--- src/rtl/beat_pkg.sv ---
// beat_pkg: shared types and constants for the beat sequencer
// Contents: run/halt state enum, one-hot beat encodings, default counter width,
// and a one-hot validity check on a beat vector.
package beat_pkg;
    typedef enum logic {HALT, RUN} beat_state_t;
    localparam logic [2:0] W1_OH = 3'b001;
    localparam logic [2:0] W2_OH = 3'b010;
    localparam logic [2:0] W3_OH = 3'b100;
    localparam int CNT_W_DEF = 16;
    function automatic logic is_onehot(input logic [2:0] w);
        return (w == W1_OH) || (w == W2_OH) || (w == W3_OH);
    endfunction
endpackage

--- src/rtl/qd_edge_sync.sv ---
// qd_edge_sync: SYNC-deep synchronizer plus rising-edge detector with synchronous clear
// Ports: i_clk clock, i_clr sync active-high clear, i_d async level in,
//        o_rise one-cycle pulse on a synchronized 0->1 transition.
module qd_edge_sync #(
    parameter int SYNC = 2
) (
    input  logic i_clk,
    input  logic i_clr,
    input  logic i_d,
    output logic o_rise
);
    logic [SYNC-1:0] r_sync;
    logic [SYNC-1:0] r_vld;
    logic            r_prev;
    // r_vld tracks which sync stages hold post-clear samples; until the last
    // stage is real, r_prev is held high so a button held through clear is
    // never mistaken for a press.
    always_ff @(posedge i_clk) begin
        if (i_clr) begin
            r_sync <= '0;
            r_vld  <= '0;
            r_prev <= 1'b1;
        end else begin
            r_sync <= {r_sync[SYNC-2:0], i_d};
            r_vld  <= {r_vld[SYNC-2:0], 1'b1};
            r_prev <= r_vld[SYNC-1] ? r_sync[SYNC-1] : 1'b1;
        end
    end
    assign o_rise = r_sync[SYNC-1] & ~r_prev;
endmodule

--- src/rtl/beat_gen.sv ---
// beat_gen: one-hot machine-cycle beat sequencer with run/halt control and cycle counter
// Ports: T3 clock, CLR sync active-high reset, QD async start button,
//        SHORT/LONG/STOP controller feedback, STEP_MODE single-beat (BEAT_STEP_EN only),
//        W one-hot beats [3:1], RUNNING run state, CYC_CNT completed machine cycles.
// Optional feature macro: BEAT_STEP_EN adds the STEP_MODE port.
module beat_gen
    import beat_pkg::*;
#(
    parameter int CNT_W   = CNT_W_DEF,
    parameter int QD_SYNC = 2
) (
    input  logic             T3,
    input  logic             CLR,
    input  logic             QD,
    input  logic             SHORT,
    input  logic             LONG,
    input  logic             STOP,
`ifdef BEAT_STEP_EN
    input  logic             STEP_MODE,
`endif
    output logic [3:1]       W,
    output logic             RUNNING,
    output logic [CNT_W-1:0] CYC_CNT
);
    beat_state_t      r_state;
    beat_state_t      w_state_nxt;
    logic [2:0]       r_w;
    logic [2:0]       w_w_nxt;
    logic [CNT_W-1:0] r_cnt;
    logic             w_cnt_inc;
    logic             w_rise;
    logic             w_step;

`ifdef BEAT_STEP_EN
    assign w_step = STEP_MODE;
`else
    assign w_step = 1'b0;
`endif

    // Any non-one-hot beat falls through to W1.
    function automatic logic [2:0] next_beat(input logic [2:0] w, input logic s, input logic l);
        return (w == W1_OH) ? (s ? W1_OH : W2_OH) :
               (w == W2_OH) ? (l ? W3_OH : W1_OH) : W1_OH;
    endfunction

    qd_edge_sync #(.SYNC(QD_SYNC)) u_qd (
        .i_clk (T3),
        .i_clr (CLR),
        .i_d   (QD),
        .o_rise(w_rise)
    );

    always_ff @(posedge T3) begin
        if (CLR) begin
            r_state <= HALT;
            r_w     <= W1_OH;
            r_cnt   <= '0;
        end else begin
            r_state <= w_state_nxt;
            r_w     <= w_w_nxt;
            r_cnt   <= r_cnt + CNT_W'(w_cnt_inc);
        end
    end

    // A STOP in RUN beats a simultaneous QD rise because RUN ignores w_rise.
    always_comb begin
        w_state_nxt = r_state;
        w_w_nxt     = r_w;
        w_cnt_inc   = 1'b0;
        if (r_state == RUN) begin
            w_w_nxt     = next_beat(r_w, SHORT, LONG);
            w_cnt_inc   = (w_w_nxt == W1_OH);
            w_state_nxt = (STOP | w_step) ? HALT : RUN;
        end else begin
            w_w_nxt     = is_onehot(r_w) ? r_w : W1_OH;
            w_state_nxt = w_rise ? RUN : HALT;
        end
    end

    assign W       = r_w;
    assign RUNNING = (r_state == RUN);
    assign CYC_CNT = r_cnt;
endmodule

--- config.mk ---
export PLATFORM = sky130hd
export DESIGN_NAME = beat_gen
export DESIGN_NICKNAME = d
export VERILOG_FILES = /design/src/rtl/beat_pkg.sv /design/src/rtl/qd_edge_sync.sv /design/src/rtl/beat_gen.sv
export SDC_FILE = /design/constraint.sdc
export NUM_CORES = 1
export LEC_CHECK = 0
export BUFFER_PORTS_ARGS = -buffer_cell sky130_fd_sc_hd__clkbuf_2
export CAP_MARGIN = 20
export CORE_ASPECT_RATIO = 0.9
export CORE_MARGIN = 5
export CORE_UTILIZATION = 46
export CTS_CLUSTER_SIZE = 28
export DETAILED_ROUTE_END_ITERATION = 6
export PLACE_DENSITY = 0.73
export SYNTH_ARGS = -nofsm -noshare
export SYNTH_HDL_FRONTEND = slang
export SYNTH_SLANG_ARGS = --single-unit
--- constraint.sdc ---
create_clock -name T3 -period 2.2 [get_ports T3]
set_clock_uncertainty 0.15 [all_clocks]
set_input_delay 0.44 -clock T3 [delete_from_list [all_inputs] [get_ports T3]]
set_output_delay 0.44 -clock T3 [all_outputs]
set_load 0.02 [all_outputs]
==> impl_metrics.yaml, run 1 <==
global_route:
  grt_max_degree: 28
  grt_usage_pct: 14.4
  first_global_vias: 865
  antenna_found_initial: 0
  grt_pass1_wl_um: 3850
  grt_overflow_total: 0
sta:
  timing.fmax_mhz: 463
  rsz0062_at_grt: "yes"
  drv_slew: 0
  fin_crit_sh_pct: 98.2
  slew_headroom_pct: 55.5
  worst_pin_slew_ps: 666
  layout_min_cycle_time_ps: 2160
  final-hold-violation-count: 0
  fin_worst_hold_slack_ps: 178
  setup_violations: 0
cells_and_area:
  n_fill_cell: 190
  finish.utilization_pct: 64.1
  fin_cells: 179
  areaGrowthSynthToFinish_pct: 32.4
  drive_above_1_share_pct: 40.1
  antenna_cells: 0
  stdcell_area_mm2: 0.00141
  fin_nets: 161
critical_path:
  rr_startpoint: "W[2]"
  required_ps: 2270
  cp_cell_sequence: "or3b_2 -> a21oi_2 -> nor2_1 -> ha_2 -> ha_2 -> nand3_4 -> nor4_2 -> mux2_2"
  cp_slowest_cell: "or3b_2"
  arrival_ps: 2230
  cpPeakStageDelay_ps: 480
  end_kind: "flop"
  crit_top_cell: "ha_2"
  cp-startpoint: "W[2]"
  worstSetupPathType: "flop to flop"
  cp_max_fo: 6
  critPathLaunchType: "flop"
floorplanning:
  ioPinCount: 26
  die_area_mm2: 0.00338
  die-width_um: 60.8
  die_h_um: 55.7
  core_area_mm2: 0.00220
  start_util_pct: 48.5
  fp-row-count: 16
run_status:
  outcome: "finished clean"
place:
  io_buffers: 25
  place_hpwl_um: 1530
  place_area_mm2: 0.00128
  placedCellCount: 168
  gp_congestion: 0.775
clock_network:
  cts.sinks: 25
  cts_root_buf: "clkbuf_4"
  cts_tree: "built"
  h-tree-depth: 1
  cts_buffers: 3
  cts_hold_buf: 0
  clk-insertion-delay-late_ps: 320
  clk_pin_slew_ps: 130
  clock_path_buffers: 2
drt:
  drt_pass1_iterations: 4
  antenna_left: 0
  wire_per_inst_um: 13.4
  via_per_inst: 5.42
  drc: 0
  postRouteWirelength_um: 2400
  vias: 971
  drt_iter0_markers: 21
power_and_ir_drop:
  peakVddDrop_mv: 0.435
  leakagePower_nw: 0.583
  powerDensity_mw_per_mm2: 484
synth:
  yosys.area.top_type_share_pct: 46.9
  synthArstFlopShare_pct: 0
  synthTopCellsByArea: "dfxtp_1 47%, nor2b_1 5.3%, mux2_2 4.2%, a21oi_1 3.8%, nor2_1 3.5%"
  synth_seq_area_share_pct: 46.9
  synth_edf_count: 0
  yosys-top-cells-count: "25 x dfxtp_1, 10 x nor2_1, 9 x nor2b_1"
  ys_ff_latch: 25
  synth_area_mm2: 0.00107
  syn_avg_cell_area_um2: 9.36
  synth_fp_nets: 122
  synth.largest_area_cell: "dfxtp_1"
  synth_cell_types: 33
  synth_warnings: 0
  syn_inst: 114
  synthFlopType: "dfxtp_1"
  synth_most_common_cell: "dfxtp_1"
hold_path:
  min_path_type: "input port to flop"
  hold_start: "QD"
flow_run:
  drv_cap: 0
==> layer usage <==
layer / wire (um) / GRT usage [%] / vias up
li1: - / - / 492
met1: 1140 / 18.7 / 445
met2: 1080 / 22.1 / 29
met3: 155 / 5.34 / 5
met4: 22 / 3.72 / 0
met5: 0 / 0 / -
==> logic make-up (layout without fill, tap and decap cells) <==
| group | count (synthesis) | count (layout) | synth area share, % |
|---|---|---|---|
| buffers and inverters | 10 | 47 | 3.75 |
| adder cells (fa/ha/maj) | 2 | 2 | 2.34 |
| AO/OA/AOI/OAI | 20 | 20 | 11.3 |
| XOR/XNOR | 4 | 4 | 3.28 |
| flip-flops | 25 | 25 | 46.9 |
| AND/OR/NAND/NOR | 49 | 50 | 28.3 |
| multiplexers | 4 | 4 | 4.22 |
==> timing repair <==
item	in CTS	in global routing
gates resized for setup	1	8
setup endpoints to repair	1	9
gates cloned	0	1
pin swaps	0	3
setup buffers	0	6
hold endpoints to repair	0	0
==> critical path, delay by kind of cell, from the launching register on <==
kind                     cells  cell delay, ps
AND/OR/NAND/NOR              4             730
adder cells (fa/ha/maj)      2             360
multiplexers                 1             290
flip-flops                   1             390
AO/OA/AOI/OAI                1             150
==> power breakdown <==
part / leakage, nW / internal (mW) / total, mW / switching [mW]
clock: 0.0150 / 0.0710 / 0.204 / 0.133
sequential: 0.204 / 0.455 / 0.457 / 0.00152
combinational: 0.364 / 0.00938 / 0.0228 / 0.0134
==> worst paths after layout <==
check / end / slack, ps / depth (start not counted)
setup reg to reg: CYC_CNT[14] / 40 / 8
hold reg to reg: u_qd.r_prev / 260 / 1
setup / recovery: CYC_CNT[14] / 40 / 8
hold / removal: u_qd.r_sync[0] / 180 / 2
==> stage by stage <==
stage | setup WS (ps) | power [mW] | TNS [ps]
after floorplan | 31.2 | 0.483 | 0
after global placement | -54.1 | 0.491 | -192
after detailed placement | -85.4 | 0.491 | -396
after CTS | 25.8 | 0.694 | 0
after global routing | -51.1 | 0.716 | -154
final | 39.7 | 0.683 | 0
==> placed cells by master, fill, tap and decap left out, drive strengths merged, types with 4 or more instances in the layout <==
master   n
buf     12
a21oi    8
nor2b    9
o21ai    4
mux2     4
nand4    4
nor2    10
o31ai    4
or4      4
nor4     4
inv      6
clkbuf  29
nand3    6
dfxtp   25
==> cell type report <==
class	instances	area, um^2	share of cell area (%)
flip-flops and latches	25	509	36.0
repair buffers	37	219	15.5
multi-input cells	80	602	42.6
inverters	6	22.5	1.59
clock buffers	4	26.3	1.86
well taps	27	33.8	2.39
==> state kept, by name, indices dropped and copies added, names as in the netlist <==
| register | flops |
|---|---|
| W | 3 |
| CYC_CNT | 16 |
| RUNNING | 1 |
| u_qd.r_prev | 1 |
| u_qd.r_sync | 2 |
| u_qd.r_vld | 2 |
(Power assumes the default switching activity.)
==> inputs of run 2 (changes only) <==
REMOVE_ABC_BUFFERS = 1   (was default)
SKIP_CTS_REPAIR_TIMING = 1   (was default)
==> run 2 against run 1 <==
The run now ends with negative setup slack left. Setup slack lost 70 ps. Sequential cell count is the same. Clock power is essentially flat. First-iteration DRC count grew 29%. Register-to-register slack lost 70 ps. Largest cell class unchanged. Highest routed layer unchanged.
==> impl_metrics.yaml, run 2 (synthesized netlist as in run 1, its figures left out) <==
hold_path:
  whs_path_depth: 2
  hold_start: "QD"
  min_path_type: "input port to flop"
  hold_end: "u_qd.r_sync[0]"
cells_and_area:
  fin_nets: 161
  areaGrowthSynthToFinish_pct: 32.1
  fin_cells: 179
  most-common-layout-cells: "25 x clkbuf_2, 23 x dfxtp_1, 10 x nor2_1"
  largest_reg_flops: 16
  layout_commonest_cell: "clkbuf_2"
  stdcell_area_mm2: 0.00141
  antenna_cells: 0
  drive_above_1_share_pct: 42.1
floorplanning:
  die_h_um: 55.7
  ioPinCount: 26
  die_area_mm2: 0.00338
  die-width_um: 60.8
  core_area_mm2: 0.00220
  fp-row-count: 16
  start_util_pct: 48.5
critical_path:
  ff2ff_path_depth: 9
  cp_top_family: "simple AND/OR/NAND/NOR gates"
  worstSetupPathType: "flop to flop"
  rr_startpoint: "W[1]"
  cp_cell_sequence: "or3b_2 -> a21oi_2 -> nor2_1 -> ha_2 -> buf_6 -> nand4_4 -> buf_6 -> or4_4 -> a21oi_2"
  end_kind: "flop"
  r2r_end: "CYC_CNT[9]"
  crit_cells: 9
  rrSetupSlack_ps: -30
  cp_max_fo: 4
  cp_slowest_cell: "or4_4"
  required_ps: 2300
  arrival_ps: 2330
  critPathLaunchType: "flop"
  cpPeakStageDelay_ps: 500
  path_buf_inv: 2
sta:
  worst_pin_slew_ps: 583
  worst_slack_ps: -30.2
  fin_crit_sh_pct: 101
  setup_violations: 2
  layout_min_cycle_time_ps: 2230
  rsz0062_at_grt: "yes"
  drv_slew: 0
  final-hold-violation-count: 0
  slew_headroom_pct: 61.0
  timing.fmax_mhz: 448
power_and_ir_drop:
  peakVddDrop_mv: 0.443
  leakagePower_nw: 0.549
  powerDensity_mw_per_mm2: 486
flow_run:
  drv_cap: 0
drt:
  via_per_inst: 5.47
  drt_iter0_markers: 27
  antenna_left: 0
  drc: 0
  drt_pass1_iterations: 4
  wire_per_inst_um: 13.2
  vias: 979
  postRouteWirelength_um: 2360
run_status:
  violations: "negative setup slack"
  outcome: "finished with violations"
clock_network:
  cts_buffers: 3
  clock_path_buffers: 2
  clk-insertion-delay-late_ps: 320
  cts.sinks: 25
  cts_tree: "built"
  cts_root_buf: "clkbuf_4"
  clk_pin_slew_ps: 130
  h-tree-depth: 1
global_route:
  grt_usage_pct: 14.1
  first_global_vias: 880
  antenna_found_initial: 0
  grt_overflow_total: 0
  grt_pass1_wl_um: 3660
  grt_max_degree: 28
place:
  place_hpwl_um: 1630
  io_buffers: 25
  gp_congestion: 0.743
  place_area_mm2: 0.00128
  placedCellCount: 172
[run 2: final cells by class]
cell class                      instances  area (um^2)
Fill cell                             198          792
Multi-Input combinational cell         79          587
Sequential cell                        25          503
Timing Repair Buffer                   38          238
Tap cell                               27         33.8
Clock buffer                            4         26.3
Inverter                                6         22.5
[run 2: how the worst max path moves through the flow]
| stage | startpoint | to |
|---|---|---|
| 2_1_floorplan | W[1] | CYC_CNT[14] |
| 3_3_place_gp | SHORT | CYC_CNT[14] |
| 3_5_place_dp | SHORT | CYC_CNT[14] |
| 4_1_cts | W[1] | CYC_CNT[11] |
| 5_1_grt | W[1] | CYC_CNT[9] |
| 6_report | W[1] | CYC_CNT[9] |
[run 2: layer usage]
layer	track usage, %	vias up	wire, um	share of wire (%)
li1	-	489	-	-
met1	16.0	465	1010	43
met2	23.1	21	1190	50
met3	5.34	4	136	5.8
met4	5.57	0	30	1.3
met5	0	-	0	0
[run 2: power breakdown]
part | leakage, nW | total (mW) | internal [mW] | switching [mW]
sequential | 0.203 | 0.459 | 0.457 | 0.00117
clock | 0.0150 | 0.203 | 0.0710 | 0.132
combinational | 0.332 | 0.0235 | 0.00958 | 0.0140
total | 0.549 | 0.685 | 0.538 | 0.148
[run 2: metrics by stage]
| stage | power (mW) | setup slack (ps) | setup TNS [ps] | util [%] | hold WS, ps |
|---|---|---|---|---|---|
| floorplan | 0.476 | -161 | -389 | - | 216 |
| global placement | 0.489 | -91.8 | -601 | 58.3 | 233 |
| detailed placement | 0.490 | -143 | -1020 | 58.3 | 236 |
| CTS | 0.688 | -12.3 | -12.3 | 59.5 | 172 |
| global route | 0.721 | -103 | -577 | 64.0 | 154 |
| finish | 0.685 | -30.2 | -43.4 | 64.0 | 177 |
[run 2: worst register-to-register path: stages (launching register included)]
cell and delay [ps]:
dfxtp_2 360, or3b_2 190, a21oi_2 50, nor2_1 130, ha_2 230, buf_6 110
nand4_4 140, buf_6 170, or4_4 500, a21oi_2 140
==> inputs of run 3 (changes only) <==
==> constraint.sdc (replaced) <==
create_clock -name T3 -period 2.2 [get_ports T3]
set_clock_uncertainty 0.15 [all_clocks]
set_input_delay 0.11 -clock T3 [delete_from_list [all_inputs] [get_ports T3]]
set_output_delay 0.11 -clock T3 [all_outputs]
set_load 0.02 [all_outputs]
==> run 3 against run 2 <==
The flow now finishes without violations. Critical path depth did not move. Via count rose by 1.0%. Sequential cell count did not move. Sequential share of layout area fell by 1.8 points. Register-to-register slack improved by 40 ps. Clock power rose by 4%. Global-route usage fell by 0.29 points. Fmax rose by 1.9%.
==> impl_metrics.yaml, run 3 (synthesized netlist as in run 1, its figures left out) <==
run_status:
  outcome: "finished clean"
sta:
  final-hold-violation-count: 0
  slew_headroom_pct: 56.1
  worst_slack_ps: 11.1
  fin_setup_tns_ps: 0
  fin_crit_sh_pct: 99.5
  rsz0062_at_grt: "yes"
  drv_slew: 0
  setup_violations: 0
  worst_pin_slew_ps: 657
  timing.fmax_mhz: 457
  layout_min_cycle_time_ps: 2190
critical_path:
  r2r_end: "CYC_CNT[10]"
  cp_max_fo: 4
  crit_top_cell: "a21oi_2"
  cp_cell_sequence: "or3b_4 -> a21oi_2 -> nor2_2 -> ha_2 -> ha_4 -> nand3_4 -> buf_6 -> or4_4 -> a21oi_2"
  rr_startpoint: "W[1]"
  worstSetupPathType: "flop to flop"
  rrSetupSlack_ps: 10
  cp_slowest_cell: "or4_4"
  cpPeakStageDelay_ps: 480
  critPathLaunchType: "flop"
  end_kind: "flop"
  path_buf_inv: 1
  required_ps: 2300
  ff2ff_path_depth: 9
  cp_top_family: "simple AND/OR/NAND/NOR gates"
  arrival_ps: 2290
drt:
  via_per_inst: 5.46
  wire_per_inst_um: 14.2
  drc: 0
  drt_iter0_markers: 20
  vias: 989
  postRouteWirelength_um: 2570
  drt_pass1_iterations: 4
  antenna_left: 0
clock_network:
  h-tree-depth: 1
  cts_buffers: 3
  clk_pin_slew_ps: 140
  cts_tree: "built"
  cts_root_buf: "clkbuf_4"
  clock_path_buffers: 2
  cts.sinks: 25
  clk-insertion-delay-late_ps: 320
global_route:
  grt_max_degree: 28
  grt_overflow_total: 0
  antenna_found_initial: 0
  first_global_vias: 867
  grt_usage_pct: 13.8
  grt_pass1_wl_um: 3710
floorplanning:
  die_h_um: 55.7
  start_util_pct: 48.5
  core_area_mm2: 0.00220
  die_area_mm2: 0.00338
  fp-row-count: 16
  die-width_um: 60.8
  ioPinCount: 26
power_and_ir_drop:
  p_int_mw: 0.540
  switching_share_pct: 22.7
  p_clk_share_pct: 30.2
  leakagePower_nw: 0.596
  pwr-share-seq_pct: 65.7
  p_total_mw: 0.698
  powerDensity_mw_per_mm2: 471
  peakVddDrop_mv: 0.485
  power_frac_comb_pct: 4.0
  switchingPower_mw: 0.158
cells_and_area:
  largest_reg_flops: 16
  layout_commonest_cell: "clkbuf_2"
  n_fill_cell: 186
  drive_above_1_share_pct: 40.9
  fin_nets: 163
  most-common-layout-cells: "25 x clkbuf_2, 24 x dfxtp_1, 9 x nor2_1, 9 x nor2b_1, 8 x buf_4"
  finish.utilization_pct: 67.2
  antenna_cells: 0
  areaGrowthSynthToFinish_pct: 38.7
place:
  gp_congestion: 0.774
  place_hpwl_um: 1600
  place_ws_ps: 33.7
  io_buffers: 25
hold_path:
  hold_start: "SHORT"
  min_path_type: "input port to flop"
  whs_path_depth: 4
  hold_end: "W[2]"
flow_run:
  drv_cap: 0
## run 3: per-stage QoR
stage,instance area (um^2),instances,hold slack [ps]
4_1_cts,1290,173,-167
3_3_place_gp,1260,169,169
5_1_grt,1480,181,29.7
3_5_place_dp,1260,169,183
2_1_floorplan,1050,110,29.1
6_report,1480,181,7.04
## run 3: worst max path at each step
| stage | start | end | slack (ps) | depth (start not counted) |
|---|---|---|---|---|
| finish | W[1] | CYC_CNT[10] | 10 | 9 |
| global route | W[1] | CYC_CNT[10] | -110 | 9 |
| CTS | W[1] | CYC_CNT[10] | -40 | 9 |
| detailed placement | W[1] | CYC_CNT[10] | 30 | 9 |
| global placement | W[2] | CYC_CNT[14] | 90 | 8 |
| floorplan | W[1] | CYC_CNT[14] | -160 | 8 |
## run 3: area by class of cell
type | count | area, um^2 | share of cell area, %
Inverter | 6 | 22.5 | 1.52
Timing Repair Buffer | 40 | 269 | 18.2
Tap cell | 27 | 33.8 | 2.28
Clock buffer | 3 | 22.5 | 1.52
Clock inverter | 1 | 7.51 | 0.507
Multi-Input combinational cell | 79 | 623 | 42.1
Sequential cell | 25 | 502 | 33.9
## run 3: power groups by stage
stage | combinational, mW | sequential [mW] | clock, mW
finish | 0.0283 | 0.459 | 0.211
detailed placement | 0.0215 | 0.469 | 0
global route | 0.0312 | 0.459 | 0.235
floorplan | 0.00744 | 0.469 | 0
CTS | 0.0215 | 0.459 | 0.218
global placement | 0.0207 | 0.469 | 0
## run 3: worst min-delay path, delay by kind of cell
kind                   cells  cell delay (ps)
AO/OA/AOI/OAI              1              150
buffers and inverters      1               90
AND/OR/NAND/NOR            2               90
## run 3: layer usage
layer | vias to the layer above | global-route usage, % | wire length (um)
met2 | 26 | 21.2 | 1280
met5 | - | 0 | 0
met3 | 4 | 4.18 | 119
met1 | 473 | 18.2 | 1140
li1 | 486 | - | -
met4 | 0 | 4.02 | 27
